`src/rtl/one_hot_pkg.sv`:
```
// Shared one-hot helpers and default sizing for the one-hot mux/demux family.
package one_hot_pkg;

  localparam int unsigned ONE_HOT_WIDTH   = 32;
  localparam int unsigned ONE_HOT_CNT     = 5;
  // Widest select vector the shared checker handles; narrower vectors are zero-extended.
  localparam int unsigned ONE_HOT_MAX_CNT = 64;

  // True when exactly one bit is set: rejects both all-zero and multi-hot vectors.
  function automatic logic is_one_hot(input logic [ONE_HOT_MAX_CNT-1:0] vec);
    return (vec != '0) && ((vec & (vec - ONE_HOT_MAX_CNT'(1))) == '0);
  endfunction

endpackage

```
`src/rtl/one_hot_chk.sv`:
```
// Combinational one-hot legality check on a select vector.
module one_hot_chk
  import one_hot_pkg::*;
#(
  parameter int unsigned CNT = ONE_HOT_CNT
) (
  input  logic [CNT-1:0] vec,
  output logic           legal,
  output logic           zero
);

  // Zero-extension preserves one-hotness, so the shared wide checker applies directly.
  assign legal = is_one_hot(ONE_HOT_MAX_CNT'(vec));
  assign zero  = (vec == '0);

endmodule

```
`src/rtl/one_hot_demux.sv`:
```
// Registered one-hot demultiplexer: one input beat steered to one of CNT destinations,
// with per-destination back-pressure and counting of illegal selects.
module one_hot_demux
  import one_hot_pkg::*;
#(
  parameter int unsigned WIDTH = ONE_HOT_WIDTH,
  parameter int unsigned CNT   = ONE_HOT_CNT,
  parameter int unsigned ERRW  = 8
) (
  input  logic                 clk,
  input  logic                 rst_n,
  input  logic [WIDTH-1:0]     din,
  input  logic [CNT-1:0]       din_sel,
  input  logic                 din_vld,
  output logic                 din_rdy,
  output logic [WIDTH*CNT-1:0] dout,
  output logic [CNT-1:0]       dout_vld,
  input  logic [CNT-1:0]       dout_rdy,
  output logic                 err,
  output logic [ERRW-1:0]      err_cnt
);

  logic             hold_vld_q, hold_vld_d;
  logic [WIDTH-1:0] hold_data_q, hold_data_d;
  logic [CNT-1:0]   hold_sel_q, hold_sel_d;
  logic             err_q, err_d;
  logic [ERRW-1:0]  err_cnt_q, err_cnt_d;

  logic sel_legal;
  logic unused_sel_zero;
  logic drain;
  logic accept;

  one_hot_chk #(
    .CNT (CNT)
  ) u_sel_chk (
    .vec   (din_sel),
    .legal (sel_legal),
    .zero  (unused_sel_zero)
  );

  // Handshake: only the selected destination's ready can free the holding slot.
  always_comb begin
    drain   = hold_vld_q & (|(hold_sel_q & dout_rdy));
    din_rdy = ~hold_vld_q | drain;
    accept  = din_vld & din_rdy;
  end

  // Next state: a legal beat refills the slot (same edge as drain, no bubble);
  // an illegal beat is swallowed and only bumps the error pulse and counter.
  always_comb begin
    hold_vld_d  = hold_vld_q & ~drain;
    hold_data_d = hold_data_q;
    hold_sel_d  = hold_sel_q;
    err_d       = 1'b0;
    err_cnt_d   = err_cnt_q;
    if (accept) begin
      if (sel_legal) begin
        hold_vld_d  = 1'b1;
        hold_data_d = din;
        hold_sel_d  = din_sel;
      end else begin
        err_d = 1'b1;
        if (err_cnt_q != {ERRW{1'b1}}) begin
          err_cnt_d = err_cnt_q + ERRW'(1);
        end
      end
    end
  end

  // State registers, cleared asynchronously.
  always_ff @(posedge clk or negedge rst_n) begin
    if (!rst_n) begin
      hold_vld_q  <= 1'b0;
      hold_data_q <= '0;
      hold_sel_q  <= '0;
      err_q       <= 1'b0;
      err_cnt_q   <= '0;
    end else begin
      hold_vld_q  <= hold_vld_d;
      hold_data_q <= hold_data_d;
      hold_sel_q  <= hold_sel_d;
      err_q       <= err_d;
      err_cnt_q   <= err_cnt_d;
    end
  end

  // Outputs come straight from registers; unselected slices read zero.
  always_comb begin
    dout_vld = {CNT{hold_vld_q}} & hold_sel_q;
    err      = err_q;
    err_cnt  = err_cnt_q;
    dout     = '0;
    for (int i = 0; i < int'(CNT); i++) begin
      dout[i*WIDTH +: WIDTH] = hold_data_q & {WIDTH{dout_vld[i]}};
    end
  end

endmodule

```
`config.mk`:
```
export PLATFORM = sky130hd
export DESIGN_NAME = one_hot_demux
export DESIGN_NICKNAME = d
export VERILOG_FILES = /design/src/rtl/one_hot_pkg.sv /design/src/rtl/one_hot_chk.sv /design/src/rtl/one_hot_demux.sv
export SDC_FILE = /design/constraint.sdc
export NUM_CORES = 1
export LEC_CHECK = 0
export CORE_AREA = 2 2 85 87
export DETAILED_ROUTE_END_ITERATION = 10
export DIE_AREA = 0 0 87 89
export DONT_BUFFER_PORTS = 1
export SYNTH_ARGS = -nofsm -noshare
export SYNTH_HDL_FRONTEND = slang
export SYNTH_HIERARCHICAL = 1
export SYNTH_SLANG_ARGS = --single-unit
export TNS_END_PERCENT = 30
```
`constraint.sdc`:
```
create_clock -name clk -period 2.95 [get_ports clk]
set_input_delay 0.59 -clock clk [delete_from_list [all_inputs] [get_ports clk]]
set_output_delay 0.59 -clock clk [all_outputs]
set_load 0.05 [all_outputs]
```
==> results.json, run 1 <==
{
  "drc": 0,
  "htree_levels": 2,
  "synth_area_um2": 3209,
  "path_cells": "buf_4 -> and3_1",
  "crit_arrival_ns": 1.98,
  "required_ns": 2.36,
  "gp_congestion": 0.8004,
  "antenna_found_initial": 0,
  "coreArea_um2": 6719,
  "critPathKind": "register to output pin",
  "tns_ns": 0,
  "grt_pass1_vias": 2066,
  "max_cap_violations": 0,
  "peakVddDrop_mv": 0.6181,
  "pwr-share-seq": 0.484,
  "ant_nets": 0,
  "p_int_mw": 1.434,
  "grt_usage": 0.2029,
  "critical-path-slowest-cell": "dfrtp_1",
  "dieArea_um2": 7743,
  "numClockSinks": 47,
  "num_rows": 30,
  "place_hpwl_mm": 5.893,
  "hold_buffers": 1,
  "post_drt_wl_per_cell_um": 22.76,
  "drv_slew": 0,
  "setup_viol": 0,
  "crit_path_start_kind": "register",
  "cts_tree": "yes",
  "final_cell_mix": "and3_1 (163), dfrtp_1 (46), mux2_4 (30)",
  "power_leakage_nw": 2.004,
  "grt_max_degree": 115,
  "switching_share": 0.5169,
  "via_count": 2559,
  "slowest_delay_ns": 0.90,
  "cts_setup_buffers": 0,
  "p_per_area_nw_per_um2": 885.1,
  "path_delay_family": "flip-flops",
  "end_kind": "output pin",
  "hp-class": "input pin to asynchronous set/reset pin",
  "dpl_cell_area_um2": 3244,
  "chipHeight_um": 89,
  "whs_ns": 0.1320,
  "cp_num_buf_inv": 1,
  "fmax_mhz": 388.8,
  "clockPowerShare": 0.126,
  "syn_nets": 375,
  "antenna_cells": 0,
  "routed_wl_mm": 8.876,
  "die_w_um": 87,
  "status": "finished clean",
  "slew-limit-headroom": 0.3279,
  "fin_skew_ns": 0.006338,
  "period_needed_ns": 2.572,
  "final_common_cell": "and3_1",
  "switchingPower_mw": 1.534,
  "start_util": 0.4777,
  "tightest_slew_ns": 1.008,
  "layout-drive-gt1-share": 0.1968,
  "cts_max_path_buffers": 2,
  "cp_max_fo": 29,
  "clk_pin_slew_worst_paths_ns": 0.09,
  "cts_resized": 0,
  "numCtsBuffers": 5,
  "netlist_instances": 329,
  "grt_overflow": 0,
  "cts-root-buf": "clkbuf_8",
  "via_per_inst": 6.562,
  "synth_warnings": 6,
  "rsz0062_at_grt": "false",
  "postSynthAreaPerCell_um2": 9.755,
  "power_frac_comb": 0.390,
  "nets": 355,
  "drt_iter0_markers": 161,
  "port_buffers": 0,
  "clock_latency_ns": 0.30,
  "fin_crit_sh": 0.8720,
  "design_area_um2": 3353,
  "syn2layout_area_growth_pct": 4.484,
  "dr.pass1.iters": 4,
  "hold_viol": 0,
  "grt_pass1_wl_mm": 11.91,
  "io-pin-count": 220
}
## power by group through the flow
stage	Combinational [mW]	Clock, mW	Sequential [mW]
after global placement	1.13	0	1.43
after detailed placement	1.14	0	1.44
after CTS	1.16	0.394	1.43
final	1.16	0.375	1.44
after global routing	1.22	0.420	1.49
after floorplan	1.07	0	1.23
## state kept, by name, indices dropped and copies added, names as in the netlist
register,count
hold_data_q,32
hold_sel_q,5
err,1
err_cnt,8
hold_vld_q,1
## final cells by class
class                      count  area (um^2)
clock buffer                   7        76.32
multi-input combinational    244         1867
tap                           80        100.1
sequential                    47         1177
timing repair buffer          11        127.6
clock inverter                 1        5.005
fill                         630         3366
## through the flow
step                total power, mW  std cells  setup WS (ns)    util
floorplan                     2.299        329         0.9873       -
global placement              2.554        381         0.7498  0.4829
detailed placement            2.583        381         0.6863  0.4829
CTS                           2.986        390         0.3534  0.4991
global route                  3.129        390         0.2554  0.4991
finish                        2.968        390         0.3777  0.4991
## worst paths after layout
path / slack, ns / depth (start not counted) / from / endpoint
max: 0.38 / 2 / hold_sel_q[1]$_DFFE_PN0P_ / dout[35]
min: 0.13 / 1 / rst_n / err_cnt[6]$_DFFE_PN0P_
max reg2reg: 0.72 / 5 / hold_sel_q[0]$_DFFE_PN0P_ / hold_data_q[8]$_DFFE_PN0P_
min reg2reg: 0.59 / 1 / hold_data_q[26]$_DFFE_PN0P_ / hold_data_q[26]$_DFFE_PN0P_
max in group asynchronous: 2.59 / 1 / rst_n / hold_vld_q$_DFF_PN0_
min in group clk: 0.43 / 1 / din[11] / hold_data_q[11]$_DFFE_PN0P_
## layer usage
layer  vias to the layer above  routed length [um]  track usage
li1                       1148                   -            -
met1                      1257                3473       0.2433
met2                       148                4622       0.3685
met3                         6                 710      0.04894
met4                         0                  69      0.04688
met5                         -                   0            0
Note: power is estimated with default switching activity, not from simulation.
==> run 2, diff against run 1 <==
--- a/config.mk
+++ b/config.mk
@@ -9,6 +9,7 @@
 export DETAILED_ROUTE_END_ITERATION = 10
 export DIE_AREA = 0 0 87 89
 export DONT_BUFFER_PORTS = 1
+export REMOVE_ABC_BUFFERS = 1
 export SYNTH_ARGS = -nofsm -noshare
 export SYNTH_HDL_FRONTEND = slang
 export SYNTH_HIERARCHICAL = 1
==> results.json, run 2 (synthesized netlist as in run 1, its figures left out) <==
{
  "coreArea_um2": 6719,
  "period_needed_ns": 2.555,
  "design_area_um2": 3338,
  "antenna_cells": 0,
  "setup_viol": 0,
  "via_count": 2549,
  "regToRegEndpoint": "hold_data_q[3]$_DFFE_PN0P_",
  "chipHeight_um": 89,
  "critPathKind": "register to output pin",
  "clockPowerShare": 0.121,
  "max_cap_violations": 0,
  "final_cell_mix": "and3_1 (163), dfrtp_1 (46), mux2_4 (30)",
  "drc": 0,
  "cp_max_fo": 25,
  "dpl_cell_area_um2": 3234,
  "hp-class": "input pin to asynchronous set/reset pin",
  "cts_resized": 0,
  "power_frac_comb": 0.422,
  "post-place-cells": 383,
  "pwr-share-seq": 0.456,
  "drv_slew": 0,
  "crit_arrival_ns": 1.97,
  "cts_setup_buffers": 0,
  "num_rows": 30,
  "io-pin-count": 220,
  "routed_wl_mm": 8.816,
  "clk_pin_slew_worst_paths_ns": 0.08,
  "tightest_slew_ns": 0.8315,
  "grt_pass1_vias": 2027,
  "switching_share": 0.5134,
  "slew-limit-headroom": 0.4457,
  "r2r_cells": 6,
  "antenna_found_initial": 0,
  "via_per_inst": 6.519,
  "cts_max_path_buffers": 2,
  "fillers": 634,
  "numClockSinks": 47,
  "post_drt_wl_per_cell_um": 22.55,
  "gp_congestion": 0.7608,
  "regMostFlops": "hold_data_q",
  "p_per_area_nw_per_um2": 886.9,
  "die_w_um": 87,
  "cts_tree": "yes",
  "whs_ns": 0.1333,
  "grt_usage": 0.2022,
  "peakVddDrop_mv": 0.5379,
  "switchingPower_mw": 1.520,
  "grt_overflow": 0,
  "final_common_cell": "and3_1",
  "drt_iter0_markers": 138,
  "rsz0062_at_grt": "false",
  "layout-drive-gt1-share": 0.1994,
  "syn2layout_area_growth_pct": 4.016,
  "fmax_mhz": 391.3,
  "port_buffers": 0,
  "cts-root-buf": "clkbuf_8",
  "fin_skew_ns": 0.009205,
  "ant_nets": 0,
  "grt_pass1_wl_mm": 11.88,
  "fin_crit_sh": 0.8662,
  "regArea_um2": 1177,
  "nets": 357,
  "hold_viol": 0,
  "grt_max_degree": 105,
  "p_int_mw": 1.441,
  "power_mw": 2.961,
  "final_cells": 391,
  "numCtsBuffers": 5,
  "required_ns": 2.36,
  "end_kind": "output pin",
  "largest_reg_flops": 32,
  "dieArea_um2": 7743,
  "rr_startpoint": "hold_sel_q[2]$_DFFE_PN0P_",
  "htree_levels": 2,
  "dr.pass1.iters": 4,
  "reg2reg_slack_ns": 0.70,
  "multiInputGateArea_um2": 1867,
  "place_hpwl_mm": 5.975,
  "status": "finished clean",
  "power_leakage_nw": 2.004,
  "crit_path_start": "hold_sel_q[0]$_DFFE_PN0P_",
  "tns_ns": 0,
  "start_util": 0.4777,
  "crit_path_start_kind": "register",
  "clock_latency_ns": 0.29
}
run 2: changes by cell type in the layout (fill, tap and decap cells not counted):
cell	delta
buf_12	-2
buf_4	+4
clkinv_2	-1
run 2: stage by stage:
step / setup slack (ns) / utilization
finish: 0.3946 / 0.4968
global route: 0.2856 / 0.4968
CTS: 0.3811 / 0.4968
detailed placement: 0.7058 / 0.4814
global placement: 0.7490 / 0.4814
floorplan: -2.397 / -
run 2: per-layer routing:
layer	part of all wire	GRT usage	vias up
met4	0.0095	0.05114	0
li1	-	-	1154
met3	0.081	0.06002	6
met5	0	0	-
met1	0.42	0.2669	1243
met2	0.49	0.3276	146
run 2: repair_timing:
item / CTS / global route
endpoints found under the hold margin: 47 / 0
setup endpoints to repair: 0 / 0
hold buffers: 1 / 0
run 2: power by group through the flow:
stage	registers, mW	logic [mW]	clock network (mW)
global placement	1.35	1.21	0
finish	1.35	1.25	0.359
global route	1.41	1.33	0.409
detailed placement	1.36	1.23	0
floorplan	1.34	0.903	0
CTS	1.35	1.25	0.374
run 2: worst max-delay path by stage:
stage | slack (ns) | cells past startpoint | endpoint
finish | 0.39 | 2 | dout[16]
global route | 0.29 | 2 | dout[0]
CTS | 0.38 | 2 | dout[16]
detailed placement | 0.71 | 2 | dout[16]
global placement | 0.75 | 2 | dout[16]
floorplan | -2.40 | 3 | hold_data_q[2]$_DFFE_PN0P_
run 2: final cells by class:
type                       instances  share of cell area
sequential                        47              0.3527
tap                               80             0.02999
clock buffer                       7             0.02286
timing repair buffer              13             0.03523
multi-input combinational        244              0.5592
run 2: worst max-delay path, cell delays in order (launching register included):
cell and delay, ns:
dfrtp_1 0.89, buf_4 0.29, and3_1 0.49
